[src/rtl/xor_descrambler.sv]
// -----------------------------------------------------------------------------
// xor_descrambler
//
// Receive-side additive descrambler. Each accepted N-bit word is XORed with
// N keystream bits taken from a Galois LFSR (right shift, LSB of the word
// first). Both sides use a valid/ready handshake, and there is one registered
// output stage. The block starts in IDLE and refuses input until it sees a
// seed load. After that it stays in RUN until the next reset.
//
// Ports:
//   clk        in   rising-edge clock
//   rst        in   asynchronous active-high reset
//   seed_ld    in   load seed pulse (has priority over input acceptance)
//   seed       in   [LFSR_W] seed value; a zero seed is replaced by SEED
//   in_valid   in   input word valid
//   in_ready   out  input word accepted when in_valid & in_ready
//   in_data    in   [N] scrambled word
//   out_valid  out  output word valid (registered)
//   out_ready  in   downstream ready
//   out_data   out  [N] descrambled word (registered)
//   word_cnt   out  [16] saturating output handshake count
//                   (only when XOR_DESCRAM_CNT_EN is defined)
//
// Optional feature macro: XOR_DESCRAM_CNT_EN
// -----------------------------------------------------------------------------
module xor_descrambler #(
  parameter int                N      = 4,
  parameter int                LFSR_W = 16,
  parameter logic [LFSR_W-1:0] POLY   = 16'hB400,
  parameter logic [LFSR_W-1:0] SEED   = 16'hACE1
) (
  input  logic              clk,
  input  logic              rst,
  input  logic              seed_ld,
  input  logic [LFSR_W-1:0] seed,
  input  logic              in_valid,
  output logic              in_ready,
  input  logic [N-1:0]      in_data,
  output logic              out_valid,
  input  logic              out_ready,
`ifdef XOR_DESCRAM_CNT_EN
  output logic [15:0]       word_cnt,
`endif
  output logic [N-1:0]      out_data
);

  typedef enum logic [0:0] {
    ST_IDLE = 1'b0,
    ST_RUN  = 1'b1
  } state_t;

  state_t            state_q, state_d;
  logic [LFSR_W-1:0] lfsr_q, lfsr_d;
  logic              out_valid_q, out_valid_d;
  logic [N-1:0]      out_data_q, out_data_d;

  logic [N-1:0]      key_s;
  logic [LFSR_W-1:0] lfsr_adv_s;
  logic              accept_s;
  logic              in_ready_s;

  // Unrolled keystream: N Galois steps from the current state in one cycle.
  always_comb begin
    lfsr_adv_s = lfsr_q;
    key_s      = {N{1'b0}};
    for (int i = 0; i < N; i++) begin
      key_s[i]   = lfsr_adv_s[0];
      lfsr_adv_s = (lfsr_adv_s >> 1) ^ (lfsr_adv_s[0] ? POLY : {LFSR_W{1'b0}});
    end
  end

  // Input acceptance: a seed load blocks input, and the single output stage
  // may only be refilled when it is empty or is being drained this cycle.
  always_comb begin
    in_ready_s = 1'b0;
    case (state_q)
      ST_IDLE: in_ready_s = 1'b0;
      ST_RUN:  in_ready_s = !seed_ld && (!out_valid_q || out_ready);
      default: in_ready_s = 1'b0;
    endcase
    accept_s = in_valid && in_ready_s;
  end

  // Next-state logic for the FSM, the LFSR and the output stage.
  always_comb begin
    state_d     = state_q;
    lfsr_d      = lfsr_q;
    out_valid_d = out_valid_q;
    out_data_d  = out_data_q;

    case (state_q)
      ST_IDLE: begin
        if (seed_ld) begin
          state_d = ST_RUN;
        end else begin
          state_d = ST_IDLE;
        end
      end
      ST_RUN:  state_d = ST_RUN;
      default: state_d = ST_IDLE;
    endcase

    // A zero seed would lock the LFSR, so SEED is substituted for it.
    if (seed_ld) begin
      lfsr_d = (seed == {LFSR_W{1'b0}}) ? SEED : seed;
    end else if (accept_s) begin
      lfsr_d = lfsr_adv_s;
    end else begin
      lfsr_d = lfsr_q;
    end

    // A same-cycle refill takes precedence over the drain of the old word.
    if (accept_s) begin
      out_valid_d = 1'b1;
      out_data_d  = in_data ^ key_s;
    end else if (out_valid_q && out_ready) begin
      out_valid_d = 1'b0;
    end else begin
      out_valid_d = out_valid_q;
    end
  end

  // State, keystream and output registers.
  always_ff @(posedge clk or posedge rst) begin
    if (rst) begin
      state_q     <= ST_IDLE;
      lfsr_q      <= SEED;
      out_valid_q <= 1'b0;
      out_data_q  <= {N{1'b0}};
    end else begin
      state_q     <= state_d;
      lfsr_q      <= lfsr_d;
      out_valid_q <= out_valid_d;
      out_data_q  <= out_data_d;
    end
  end

`ifdef XOR_DESCRAM_CNT_EN
  logic [15:0] cnt_q, cnt_d;

  // Saturating handshake counter; a seed load clears it even on a handshake.
  always_comb begin
    cnt_d = cnt_q;
    if (seed_ld) begin
      cnt_d = 16'h0000;
    end else if (out_valid_q && out_ready && (cnt_q != 16'hFFFF)) begin
      cnt_d = cnt_q + 16'h0001;
    end else begin
      cnt_d = cnt_q;
    end
  end

  // Counter register.
  always_ff @(posedge clk or posedge rst) begin
    if (rst) begin
      cnt_q <= 16'h0000;
    end else begin
      cnt_q <= cnt_d;
    end
  end

  assign word_cnt = cnt_q;
`endif

  assign in_ready  = in_ready_s;
  assign out_valid = out_valid_q;
  assign out_data  = out_data_q;

endmodule
[config.mk]
export PLATFORM = sky130hd
export DESIGN_NAME = xor_descrambler
export DESIGN_NICKNAME = d
export VERILOG_FILES = /design/src/rtl/xor_descrambler.sv
export SDC_FILE = /design/constraint.sdc
export NUM_CORES = 1
export LEC_CHECK = 0
export ABC_AREA = 0
export CAP_MARGIN = 20
export CORE_UTILIZATION = 48
export DETAILED_ROUTE_END_ITERATION = 12
export GPL_TIMING_DRIVEN = 0
export PLACE_DENSITY = 0.79
export RECOVER_POWER = 50
export REMOVE_ABC_BUFFERS = 1
export SLEW_MARGIN = 20
export SYNTH_ARGS = -nofsm -noshare
export SYNTH_HDL_FRONTEND = slang
export SYNTH_SLANG_ARGS = --single-unit
[constraint.sdc]
create_clock -name clk -period 1.5 [get_ports clk]
set_input_delay 0.3 -clock clk [delete_from_list [all_inputs] [get_ports clk]]
set_output_delay 0.3 -clock clk [all_outputs]
set_load 0.01 [all_outputs]
==> impl_metrics.yaml, run 1 <==
outcome:
  outcome: "completed"
logic_synthesis:
  ys_types: 25
  synth-simple-area-share: 0.112
  synth_xor_area_frac: 0.115
  async_flop_share: 1.00
  synthAdderAreaFrac: 0
  yosys_register_bits: 22
  synth_compound_area_frac: 0.110
  synth_flop_cell: "dfrtp_1"
  synthMuxAreaShare: 0.143
  synth_edf_count: 0
  postSynthAreaPerCell_um2: 11.3
  yosys_warnings: 0
  syn_area_um2: 1210
  synth_top_family_by_area: "multiplexers"
  seq_area_frac_synth: 0.462
  syn_inst: 107
clock_network:
  clock_sinks: 22
  cts_root_buffer: "clkbuf_4"
  hold_buffers: 0
  cts_tree: "done"
  cts_made_buffers: 3
  clk_pin_slew_ns: 0.12
  clock_latency_ns: 0.30
  htree_levels: 1
  clockBufferDepth: 2
sta:
  worst_pin_slew_ns: 0.827
  period_minus_slack_ns: 1.45
  fmax_ghz: 0.689
  setup_viol: 0
  finClkSkew_ns: 0.00280
  rsz0062_at_grt: "false"
  hold_viol: 0
  fin_crit_sh: 0.968
  fin_hold_ws_ns: 0.307
  slew_headroom: 0.448
  maxSlewViolCount: 0
critical_path:
  cp_data_required_time_ns: 1.75
  worstPathMaxFanout: 7
  critical_path_class: "in2reg"
  crit_path_start_kind: "input pin"
  crit_path_end_kind: "flip-flop"
  critPathMaxStageDelay_ns: 0.43
  crit_slowest_cell: "clkdlybuf4s50_1"
  r2r_setup_slack_ns: 0.06
  worstPathCellList: "clkdlybuf4s50_1, nor4_1, nand4_1, nand2_2, o221a_1"
  arrival_ns: 1.70
power:
  p_leak_nw: 0.717
  peakVddDrop_mv: 0.639
  powerDensity_nw_per_um2: 950
floorplan:
  initial_core_util: 0.528
  io_pins: 31
  core_area_um2: 2300
  die_h_um: 52.3
  die_area_um2: 2730
  die_w_um: 52.3
  num_rows: 17
cells_and_area:
  design_area_um2: 1600
  fillers: 176
  final_nets: 164
  antenna_cells: 0
  drive_gt1_frac: 0.232
  syn_to_final_growth_pct: 31.6
grt:
  grt_start_max_net_pins: 30
  grt_pass1_wl_um: 4130
  antenna_found_initial: 0
  track_usage: 0.210
  first_global_vias: 933
  overflow: 0
detailed_routing:
  post_drt_wl_per_cell_um: 15.4
  ant_nets: 0
  drtIter0Drc: 27
  route.final.wire_length_um: 2550
  vias_per_cell: 5.46
  first_pass_iters: 4
  drc: 0
  vias: 906
placed_design:
  place_area_um2: 1480
  portBuffers: 30
  gp_congestion: 0.868
hold_path:
  hold_class: "in2reg"
job:
  max_cap_viol_count: 0
==> state kept, by name (all words and copies together) (netlist names) <==
signal and count:
lfsr_q 16, out_data 4, out_valid 1, state_q 1
==> path summary, 6_finish.rpt <==
| kind | cells past startpoint | end | from |
|---|---|---|---|
| max | 5 | lfsr_q[11] | seed[3] |
| min | 3 | out_valid | out_ready |
| max reg2reg | 4 | lfsr_q[9] | lfsr_q[2] |
| min reg2reg | 2 | out_data[0] | out_data[0] |
| max in group asynchronous | 2 | out_data[0] | rst |
| min in group asynchronous | 2 | lfsr_q[1] | rst |
==> layout by cell type (no fill, tap or decap), types with 2 or more instances in the layout <==
master,synthesis,final
buf_2,1,2
buf_6,4,2
clkbuf_4,0,3
clkdlybuf4s50_1,0,21
dfrtp_1,14,14
dfstp_2,8,8
dlygate4sd2_1,0,5
mux2_2,7,7
mux2i_1,8,8
nand2_1,15,14
nand4b_4,1,2
nor4_1,4,3
o21ai_1,12,12
o22a_1,6,6
xnor2_1,9,9
xor2_1,5,5
==> routing by layer <==
layer | track usage | part of all wire
met1 | 0.289 | 0.47
met2 | 0.335 | 0.48
met3 | 0.0319 | 0.046
met4 | 0.0746 | 0.0055
met5 | 0 | 0
==> synthesized netlist by cell type, types with 2 or more instances <==
cell | instances | area [um2]
o21ai_1 | 12 | 60.1
mux2_2 | 7 | 78.8
xor2_1 | 5 | 43.8
xnor2_1 | 9 | 78.8
buf_6 | 4 | 45.0
dfrtp_1 | 14 | 350
dfstp_2 | 8 | 210
nand2_1 | 15 | 56.3
mux2i_1 | 8 | 80.1
nor4_1 | 4 | 25.0
clkbuf_1 | 2 | 7.51
o22a_1 | 6 | 52.6
==> cell type report <==
| cell class | instances | area (um2) | area share |
|---|---|---|---|
| clock buffer | 4 | 36.3 | 0.0227 |
| inverter | 1 | 3.75 | 0.00235 |
| multi-input combinational | 77 | 623 | 0.391 |
| sequential | 22 | 561 | 0.351 |
| tap | 28 | 35.0 | 0.0220 |
| timing repair buffer | 34 | 337 | 0.211 |
==> cell families (layout without fill, tap and decap cells) <==
logic type,count (synthesis),count (layout)
and+or+nand+nor,25,26
DFF,22,22
AOI/OAI and AO/OA,20,20
muxes,16,16
xor gates and xnor gates,15,15
buffers and inverters,9,39
==> through the flow <==
stage | power (mW) | setup WS (ns) | cells | setup TNS (ns) | util
global placement | 1.18 | -1.17 | 157 | -19.77 | 0.645
CTS | 1.52 | 0.00382 | 165 | 0 | 0.685
detailed placement | 1.19 | -1.19 | 157 | -20.42 | 0.645
floorplan | 1.01 | -0.150 | 99 | -0.186 | -
finish | 1.52 | 0.0485 | 166 | 0 | 0.694
global route | 1.60 | 0.0101 | 166 | 0 | 0.694
==> worst max-delay path, delay by kind of cell <==
| family | cells | cell delay (ns) |
|---|---|---|
| buffers and inverters | 1 | 0.43 |
| AND/OR/NAND/NOR | 3 | 0.76 |
| AO/OA/AOI/OAI | 1 | 0.21 |
==> what timing repair did <==
item / 4_1_cts / 5_1_grt
cloned: 1 / 0
setup endpoints to repair: 27 / 15
setup buffers: 3 / 1
pin swaps: 0 / 0
resized for setup: 16 / 5
==> report_power, final <==
group	internal [mW]	switching (mW)	total, mW
Clock	0.148	0.180	0.328
Combinational	0.252	0.178	0.430
Sequential	0.691	0.0656	0.757
Total	1.09	0.424	1.52
(Power assumes the default switching activity.)
==> inputs of run 2 (changes only) <==
--- a/config.mk
+++ b/config.mk
@@ -7,10 +7,10 @@
 export LEC_CHECK = 0
 export ABC_AREA = 0
 export CAP_MARGIN = 20
-export CORE_UTILIZATION = 48
+export CORE_UTILIZATION = 43
 export DETAILED_ROUTE_END_ITERATION = 12
 export GPL_TIMING_DRIVEN = 0
-export PLACE_DENSITY = 0.79
+export PLACE_DENSITY = 0.74
 export RECOVER_POWER = 50
 export REMOVE_ABC_BUFFERS = 1
 export SLEW_MARGIN = 20
==> constraint.sdc (replaced) <==
create_clock -name clk -period 1.2 [get_ports clk]
set_input_delay 0.24 -clock clk [delete_from_list [all_inputs] [get_ports clk]]
set_output_delay 0.24 -clock clk [all_outputs]
set_load 0.01 [all_outputs]
==> run 2 against run 1 <==
Compared with the run above: the run now ends with setup timing left; non-clock buffer count up 14; wire length up 16%; sequential share of layout area down 2.2 points; clock skew up 0.00060 ns; largest power group unchanged; global-route usage up 1.5 points; design area up 7.1%; flip-flop and latch count unchanged; register-to-register slack worse by 0.28 ns; largest cell class unchanged; critical path depth unchanged; core utilization down 2.9 points; sequential power up 25%.
==> impl_metrics.yaml, run 2 (same netlist as run 1, synthesis figures left out) <==
clock_network:
  cts_tree: "done"
  clk_pin_slew_ns: 0.12
  cts_made_buffers: 3
  cts_root_buffer: "clkbuf_4"
  clockBufferDepth: 2
  clock_sinks: 22
  hold_buffers: 0
  clock_latency_ns: 0.31
  htree_levels: 1
floorplan:
  core_area_um2: 2570
  initial_core_util: 0.472
  die_h_um: 55.1
  die_w_um: 55.1
  num_rows: 18
  die_area_um2: 3040
  io_pins: 31
placed_design:
  dp.cells: 159
  dpl.hpwl_um: 1850
  portBuffers: 30
  gp_congestion: 0.841
power:
  p_leak_nw: 0.782
  peakVddDrop_mv: 0.764
  powerDensity_nw_per_um2: 1110
  power_mw: 1.89
outcome:
  violations: "setup timing"
  outcome: "finished with violations"
critical_path:
  crit_path_start_kind: "flip-flop"
  cp_data_required_time_ns: 1.45
  worstPathCellList: "nand2b_4, nand4b_4, buf_12, mux2_2, o22a_1"
  crit_path_end_kind: "flip-flop"
  critPathMaxStageDelay_ns: 0.43
  crit_slowest_cell: "dfrtp_1"
  critical_path_class: "reg2reg"
  worstPathMaxFanout: 7
  arrival_ns: 1.67
cells_and_area:
  fillers: 208
  final_cell_mix: "nand2_1 (14), buf_4 (14), dfrtp_1 (13)"
  drive_gt1_frac: 0.364
  final_cells: 181
  multiInputGateArea_um2: 667
  syn_to_final_growth_pct: 40.9
  antenna_cells: 0
  largest_reg_flops: 16
  seq_area_um2: 562
  largest_register: "lfsr_q"
  final_nets: 178
grt:
  grt_pass1_wl_um: 4500
  track_usage: 0.225
  grt_start_max_net_pins: 30
  overflow: 0
  first_global_vias: 975
  antenna_found_initial: 0
detailed_routing:
  ant_nets: 0
  vias: 974
  drc: 0
  first_pass_iters: 4
  post_drt_wl_per_cell_um: 16.4
  route.final.wire_length_um: 2960
  drtIter0Drc: 16
  vias_per_cell: 5.38
sta:
  setup_viol: 20
  hold_viol: 0
  slew_headroom: 0.432
  fmax_ghz: 0.704
  worst_pin_slew_ns: 0.851
  period_minus_slack_ns: 1.42
  finClkSkew_ns: 0.00340
  fin_crit_sh: 1.18
  rsz0062_at_grt: "true"
  maxSlewViolCount: 0
  postLayoutSetupSlackWorst_ns: -0.221
job:
  max_cap_viol_count: 0
hold_path:
  hold_class: "in2reg"
## run 2: cell count changes in the layout (fill, tap and decap cells not counted)
cell,change
clkbuf_2,+4
buf_4,+13
nor4_1,-3
dfrtp_2,+1
clkbuf_8,-1
dlygate4sd2_1,+7
nor4_4,+2
clkdlybuf4s50_1,-11
buf_6,+2
dfrtp_1,-1
nor4_2,+1
xor2_1,-1
xor2_2,+1
dlymetal6s2s_1,-1
## run 2: through the flow
stage	util	TNS [ns]	worst slack (ns)	hold WS, ns	area (um2)
after floorplan	-	-3.35	-0.450	0.223	1150
after global placement	0.578	-26.69	-1.41	0.466	1490
after detailed placement	0.578	-29.07	-1.46	0.475	1490
after CTS	0.658	-2.12	-0.213	0.321	1690
after global routing	0.665	-4.25	-0.288	0.327	1710
final	0.665	-2.41	-0.221	0.318	1710
## run 2: where the power goes
group | switching [mW] | internal (mW) | total (mW)
combinational | 0.257 | 0.341 | 0.597
sequential | 0.0827 | 0.865 | 0.948
clock | 0.226 | 0.117 | 0.344
## run 2: layout make-up
class / instances / share of cell area
multi-input combinational: 77 / 0.390
sequential: 22 / 0.329
timing repair buffer: 48 / 0.243
tap: 30 / 0.0220
clock buffer: 3 / 0.0132
inverter: 1 / 0.00220
## run 2: path summary, 6_finish.rpt
path	startpoint	slack, ns	to	cells past startpoint
max in group asynchronous	rst	0.08	lfsr_q[2]	2
min in group asynchronous	rst	0.55	lfsr_q[2]	2
max reg2reg	out_valid	-0.22	lfsr_q[6]	5
max	out_valid	-0.22	lfsr_q[6]	5
min	seed[14]	0.32	lfsr_q[14]	3
min reg2reg	out_data[1]	0.50	out_data[1]	2
## run 2: per-layer routing
layer / routed length [um] / track usage / up-vias / share of wire
li1: - / - / 464 / -
met1: 1140 / 0.255 / 477 / 0.38
met2: 1630 / 0.390 / 24 / 0.55
met3: 109 / 0.0492 / 9 / 0.037
met4: 88 / 0.125 / 0 / 0.030
met5: 0 / 0 / - / 0
## run 2: repair_timing
item                                    CTS  global route
endpoints found under the setup margin   28            27
cloned                                    1             0
gates resized for setup                  45             7
pin swaps                                 7             0
setup buffers                            15             3
## run 2: worst max-delay path: cells and delay by family, from the launching register on
family | cells | cell delay, ns
compound gates | 1 | 0.18
mux | 1 | 0.27
simple gates | 2 | 0.29
flops | 1 | 0.43
buf+inv | 1 | 0.19
==> inputs of run 3 (changes only) <==
--- a/config.mk
+++ b/config.mk
@@ -6,6 +6,7 @@
 export NUM_CORES = 1
 export LEC_CHECK = 0
 export ABC_AREA = 0
+export ABC_CLOCK_PERIOD_IN_PS = 1200
 export CAP_MARGIN = 20
 export CORE_UTILIZATION = 43
 export DETAILED_ROUTE_END_ITERATION = 12
==> results of run 3 <==
Same layout as run 2: the final DEF is identical, and so are final timing and power.
